**src/rtl/fetch_unit.sv**
```systemverilog
// fetch_unit
//   Instruction fetch front end for a byte-wide instruction memory.
//   It issues one sequential fetch per cycle and redirects on taken
//   branches with no bubble. A one-entry skid buffer holds the byte that
//   is still in flight when a stall begins. A branch to its own opcode
//   address stops fetch until the next reset.
//
// Ports
//   CLK, RSTN        clock; synchronous active-low reset
//   STALL            hold fetch while a data-memory access is in progress
//   FLAG_WE          load N/Z/P from FLAG_DATA on the next edge
//   FLAG_DATA[3:0]   result value used to derive N/Z/P
//   IS_BRN/Z/P       branch condition mask (target-byte cycle only)
//   BR_TARGET        branch destination, valid with IS_BR*
//   IMEM_ADDR/EN     instruction memory read address / enable
//   IMEM_RDATA       read data, one cycle after an enabled address
//   INSTR            byte to the decoder, 0x00 whenever INSTR_VALID=0
//   INSTR_VALID      INSTR carries a real fetched byte
//   FLAGS            {N,Z,P}
//   HALTED           self-branch detected, fetch stopped
//   STATE_DBG        current FSM state (debug observation only)
//
// Handshake: there is no back-pressure from the decoder. Each cycle in
// which INSTR_VALID=1 hands over exactly one byte, in program order.
// STALL is the only throttle, and it can be deferred by one cycle so that
// a branch opcode and its target byte always arrive back to back.
module fetch_unit #(
  parameter int PC_W    = 7,
  parameter int INSTR_W = 8
) (
  input  logic               CLK,
  input  logic               RSTN,
  input  logic               STALL,
  input  logic               FLAG_WE,
  input  logic [3:0]         FLAG_DATA,
  input  logic               IS_BRN,
  input  logic               IS_BRZ,
  input  logic               IS_BRP,
  input  logic [PC_W-1:0]    BR_TARGET,
  output logic [PC_W-1:0]    IMEM_ADDR,
  output logic               IMEM_EN,
  input  logic [INSTR_W-1:0] IMEM_RDATA,
  output logic [INSTR_W-1:0] INSTR,
  output logic               INSTR_VALID,
  output logic [2:0]         FLAGS,
  output logic               HALTED,
  output logic [1:0]         STATE_DBG
);

  typedef enum logic [1:0] {
    S_RUN   = 2'd0,
    S_STALL = 2'd1,
    S_HALT  = 2'd2
  } state_t;

  state_t               state_q, state_d;
  logic [PC_W-1:0]      pc_q, pc_d;
  logic [PC_W-1:0]      iaddr_q;
  logic [INSTR_W-1:0]   skid_q;
  logic                 skid_vld_q;
  logic                 fetched_q;   // an enabled fetch was issued last cycle
  logic                 n_q, z_q, p_q;

  logic                 fetch_en;
  logic [PC_W-1:0]      fetch_addr;
  logic [INSTR_W-1:0]   instr;
  logic                 instr_vld;
  logic                 taken;
  logic                 halt_hit;
  logic [PC_W-1:0]      iaddr_prev;

  // The target byte sits one address after its opcode, so a branch whose
  // destination equals iaddr_q-1 jumps back onto itself.
  assign iaddr_prev = iaddr_q - PC_W'(1);

  always_comb begin
    state_d    = state_q;
    pc_d       = pc_q;
    fetch_en   = 1'b0;
    fetch_addr = pc_q;
    instr      = '0;
    instr_vld  = 1'b0;
    taken      = 1'b0;
    halt_hit   = 1'b0;
    case (state_q)
      S_RUN: begin
        // A parked skid byte is always older than anything in flight.
        instr_vld = skid_vld_q | fetched_q;
        if (skid_vld_q)     instr = skid_q;
        else if (fetched_q) instr = IMEM_RDATA;
        taken    = instr_vld & ((IS_BRN & n_q) | (IS_BRZ & z_q) | (IS_BRP & p_q));
        halt_hit = taken && (BR_TARGET == iaddr_prev);
        if (halt_hit) begin
          state_d = S_HALT;
        end else begin
          // The stall-request cycle still issues its fetch; that byte lands
          // in the skid buffer. This also lets a taken branch finish its
          // redirect before the stall takes hold.
          fetch_en = 1'b1;
          if (taken) fetch_addr = BR_TARGET;
          pc_d = fetch_addr + PC_W'(1);
          if (STALL && !(instr_vld && instr[6:4] == 3'b011)) state_d = S_STALL;
        end
      end
      S_STALL: begin
        if (!STALL) state_d = S_RUN;
      end
      default: begin
        state_d = S_HALT;
      end
    endcase
  end

  always_ff @(posedge CLK) begin
    if (!RSTN) begin
      state_q    <= S_RUN;
      pc_q       <= '0;
      iaddr_q    <= '0;
      skid_q     <= '0;
      skid_vld_q <= 1'b0;
      fetched_q  <= 1'b0;
      n_q        <= 1'b0;
      z_q        <= 1'b1;
      p_q        <= 1'b0;
    end else begin
      state_q   <= state_d;
      pc_q      <= pc_d;
      fetched_q <= fetch_en;
      if (fetch_en) iaddr_q <= fetch_addr;
      if (state_q == S_RUN) begin
        skid_vld_q <= 1'b0;
      end else if (state_q == S_STALL && fetched_q) begin
        skid_q     <= IMEM_RDATA;
        skid_vld_q <= 1'b1;
      end
      if (FLAG_WE) begin
        n_q <= FLAG_DATA[3];
        z_q <= (FLAG_DATA == 4'd0);
        p_q <= ~FLAG_DATA[3] & (FLAG_DATA != 4'd0);
      end
    end
  end

  assign IMEM_ADDR   = fetch_addr;
  assign IMEM_EN     = fetch_en & RSTN;
  assign INSTR       = instr;
  assign INSTR_VALID = instr_vld;
  assign FLAGS       = {n_q, z_q, p_q};
  assign HALTED      = (state_q == S_HALT);
  assign STATE_DBG   = state_q;

endmodule

```
**config.mk**
```make
export PLATFORM = sky130hd
export DESIGN_NAME = fetch_unit
export DESIGN_NICKNAME = d
export VERILOG_FILES = /design/src/rtl/fetch_unit.sv
export SDC_FILE = /design/constraint.sdc
export NUM_CORES = 1
export LEC_CHECK = 0
export CAP_MARGIN = 20
export CORE_MARGIN = 1.5
export CORE_UTILIZATION = 48
export DETAILED_ROUTE_END_ITERATION = 7
export PLACE_DENSITY = 0.77
export SLEW_MARGIN = 10
export SYNTH_ARGS = -nofsm -noshare
export SYNTH_HDL_FRONTEND = slang
export SYNTH_SLANG_ARGS = --single-unit
```
**constraint.sdc**
```tcl
create_clock -name CLK -period 2.7 [get_ports CLK]
set_input_delay 0.27 -clock CLK [delete_from_list [all_inputs] [get_ports CLK]]
set_output_delay 0.27 -clock CLK [all_outputs]
set_load 0.02 [all_outputs]
```
# == Word level (Yosys, flattened, before mapping) ==
# Cells that the tools add are included.
# op_classes
n_addsub,2
n_reduce_logical,12
n_mux,16
bitwise_logic,13
n_eq_ne,6
# ops
cell,n
2-to-1 mux 7 bit,5
2-to-1 mux 8 bit,4
"adder 7 x 1 -> 7 bit, second input constant",1
== test 7 bit,1
"subtractor 7 x 1 -> 7 bit, second input constant",1
bitwise AND 1 bit,6
2-to-1 mux 2 bit,3
AND reduction 2 bit,3
logical AND 1 bit,4
logical NOT 4 bit,1
NOT 1 bit,4
case mux 2 bit (2 select lines),1
nonzero test 4 bit,1
"== test 3 x 2 -> 1 bit, second input constant",1
2-to-1 mux 1 bit,3
"inequality test 3 bit, second input constant",1
OR 1 bit,3
"== test 2 x 1 -> 1 bit, second input constant",1
"== test 2 bit, second input constant",1
logical NOT 2 bit,1
"inequality test 2 bit, second input constant",1
OR reduction 2 bit,1
logical NOT 1 bit,1
# word_totals
inputBits,26
regBits,29
output_inout_bits,23

# == Logic depth before layout (Yosys ltp) ==
# logic_depth
depth_word,10
ltp_mapped,12
depth_no_buf,10

# == Least setup slack after synthesis ==
# No wires, ideal clock.
# synth_timing
kind,reg-to-output
start,register iaddr_q[0]
end,output port IMEM_ADDR[1]
t_required_ns,2.430
stages_incl_launch_ff,11
t_arrival_ns,2.287
slack_ns,0.143
path_buffers,2
path_cell_list,dfxtp_1 buf_2 inv_1 ha_1 buf_2 xnor3_1 nand4_1 a31oi_2 o211a_4 or3_2 o21a_1
# synth_between
elab_chain_cells,5
# synth_rtl
item,line_no,rtl
from (decl),58,logic [PC_W-1:0] iaddr_q;
from (signal assigned),129,if (fetch_en) iaddr_q <= fetch_addr;
subtractor 7 x 1 -> 7 bit,74,assign iaddr_prev = iaddr_q - PC_W'(1);
== test 7 bit,92,halt_hit = taken && (BR_TARGET == iaddr_prev);
logical AND 1 bit,92,
2-to-1 mux 7 bit,93,if (halt_hit) begin
2-to-1 mux 7 bit,85,case (state_q)
to (decl),40,"output logic [PC_W-1:0] IMEM_ADDR,"
# No other way between the ends.

# == Final worst setup path ==
# Ends and elaborated chain as after synthesis.

==> results.yml <==
clock_network:
  cts-root-buf: "clkbuf_8"
  cts.path.max_buffers: 2
  cts_buffers: 5
  clkLatencyLatePin_ps: 280
  clk_pin_slew_ps: 60
  cts_tree: "yes"
  cts_sinks: 29
  ctsHoldBuffers: 0
  h-tree-depth: 2
final_layout:
  seq_area_um2: 583.1
  multiInputGateArea_um2: 1451
  layout.cells.most_common: "buf_4"
  fill_cells: 295
  diodes: 0
  layout-drive-gt1-share: 0.2861
  utilization: 0.7685
  fin_nets: 373
  area_growth_pct: 51.39
  final_cell_mix: "buf_4, clkdlybuf4s50_1, nor2_1"
die:
  die_height_um: 68.74
  die_x_um: 68.74
  core_area_um2: 4086
  num_rows: 23
  io_pins: 49
  dieArea_um2: 4725
  start_util: 0.5077
logic_synthesis:
  synth-edff-count: 0
  avgSynthCellArea_um2: 8.200
  postSynthCellCount: 253
  yosysWarnings: 0
  syn_nets: 281
  synthDistinctLibCells: 57
  synth_area_um2: 2074
  synth_ff_type: "dfxtp_1"
  yosysSeqAreaShare: 0.2799
  ys_ff_latch: 29
  postSynth.asyncResetShare: 0
grt:
  grt_pass1_wl_um: 10180
  grt_busiest_layer: "met2"
  grt.overflow.total: 0
  gr-usage-met1: 0.3896
  grtUsageMet3: 0.05844
  use_met2: 0.4820
  antenna_found_initial: 0
  grt_max_degree: 25
  grt_use_total: 0.2928
  grt_pass1_vias: 2119
status:
  status: "finished, violations left"
  violations: "negative setup slack"
worst_setup_path:
  worstPathMaxFanout: 3
  path_buf_inv: 4
  crit_path_end_kind: "primary output"
  cp_top_family: "simple AND/OR/NAND/NOR gates"
  crit_top_cell: "buf_6"
  crit_type: "reg2out"
  arrival_ps: 2440
  cp-start-kind: "register"
  reg2reg_slack_ps: 270
  cpPeakStageDelay_ps: 380
  crit_required_ps: 2430
  cpMaxStageDelayCell: "or3_4"
  worstPathCellList: "buf_6, or2_4, or3_4, a211oi_4, buf_4, o211a_4, buf_6, nor2_4, o21a_1, buf_6"
sta:
  maxSlewViolCount: 0
  worst_slack_ps: -5.345
  whs_ps: 494.1
  max_freq_mhz: 369.6
  slew_headroom: 0.6312
  hold_violations: 0
  fin_crit_ps: 2705
  setup-violations-final: 1
  rsz0062_at_grt: "yes"
  fin_worst_skew_ps: 2.454
  tns_ps: -5.345
  tightestPinTransition_ps: 551.5
  period_share: 1.002
detailed_routing:
  drc: 0
  via_per_inst: 5.826
  wl_per_cell_um: 16.32
  dr.first_iter.drc_count: 214
  dr.pass1.iters: 7
  ant_nets: 0
  vias: 2307
  routed_wl_um: 6462
place:
  place_hpwl_um: 4562
  pre_cts_slack_ps: -425.6
  port-buffer-count: 48
  place_congestion: 0.9700
power:
  pwr-share-seq: 0.319
  p_leak_nw: 1.332
  pwr-share-clk: 0.305
  power.switching_mw: 0.4757
  pwr_density_cell_nw_per_um2: 486.4
  internal-power_mw: 1.052
  peakVddDrop_v: 0.0004140
  power_mw: 1.528
  switching_share: 0.3114
  combPwrFrac: 0.376
hold_path:
  hp-class: "in2reg"
run:
  cap_violations: 0
power by group through the flow:
stage          logic, mW  registers (mW)  clock network [mW]
5_1_grt            0.611           0.491               0.500
6_report           0.574           0.488               0.466
2_1_floorplan      0.281           0.491                   0
3_5_place_dp       0.508           0.494                   0
4_1_cts            0.561           0.486               0.472
3_3_place_gp       0.497           0.493                   0
synth_stat cells, drive strengths merged, types with 2 or more instances:
cell type,instances,area share
nor2,31,0.060
dfxtp,29,0.28
nand2,27,0.052
mux2i,18,0.087
a21oi,14,0.034
nand3,10,0.024
nor3,10,0.024
buf,9,0.031
clkbuf,9,0.026
o21ai,8,0.021
a31oi,6,0.021
inv,6,0.011
or3,6,0.020
a211oi,5,0.023
a311oi,5,0.024
mux2,5,0.027
nor3b,4,0.014
xnor2,4,0.017
and3,3,0.0090
nand4,3,0.0090
nor2b,3,0.0090
o211a,3,0.018
o21a,3,0.011
o311ai,3,0.013
or2,3,0.0090
xor2,3,0.013
a2111oi,2,0.018
a211o,2,0.0084
ha,2,0.012
nor4,2,0.0060
o211ai,2,0.0097
o21bai,2,0.0072
o2bb2ai,2,0.0084
routing by layer:
metal  routed length (um)  share of wire
met5                    0              0
met4                  104          0.016
met3                  495          0.077
met2                 3214           0.50
met1                 2648           0.41
sequential cells by signal, summed over array words and instances (netlist names):
name        count
fetched_q       1
skid_q          8
p_q             1
pc_q            7
iaddr_q         7
z_q             1
STATE_DBG       2
skid_vld_q      1
n_q             1
path summary, 6_finish.rpt:
path	from	endpoint	cells past startpoint
min	BR_TARGET[6]	iaddr_q[6]$_SDFFE_PN0P_	4
max reg2reg	n_q$_SDFFE_PN0P_	pc_q[6]$_SDFFE_PN0P_	12
min reg2reg	skid_q[7]$_SDFFE_PN0P_	skid_q[7]$_SDFFE_PN0P_	2
max	iaddr_q[0]$_SDFFE_PN0P_	IMEM_ADDR[1]	10
area by class of cell:
class / count / area share
clock buffer: 7 / 0.02749
clock inverter: 1 / 0.009562
inverter: 6 / 0.007171
multi-input combinational: 200 / 0.4622
sequential: 29 / 0.1857
tap: 50 / 0.01992
timing repair buffer: 103 / 0.2880
worst min-delay path: stages:
cell and delay, ps:
dlymetal6s2s_1 170, buf_4 160, nand2_1 50, a311oi_1 70
stage by stage:
| step | instances | instance area, um2 |
|---|---|---|
| 2_1_floorplan | 253 | 2074 |
| 3_3_place_gp | 382 | 2867 |
| 3_5_place_dp | 382 | 2867 |
| 4_1_cts | 395 | 3122 |
| 5_1_grt | 396 | 3141 |
| 6_report | 396 | 3141 |
repair_timing:
action	in CTS	in global routing
buffers inserted	5	1
endpoints found under the setup margin	8	11
pin swaps	15	3
gates resized for setup	67	5
kinds of logic after synthesis:
family                     after synthesis  share of synthesized area
xor gates and xnor gates                 8                    0.04041
and+or+nand+nor                        105                     0.2479
muxes                                   23                     0.1140
AOI/OAI and AO/OA                       62                     0.2376
DFF                                     29                     0.2799
buffers and inverters                   24                    0.06816
adders and majority gates                2                    0.01206
Note: power is estimated with default switching activity, not from simulation.
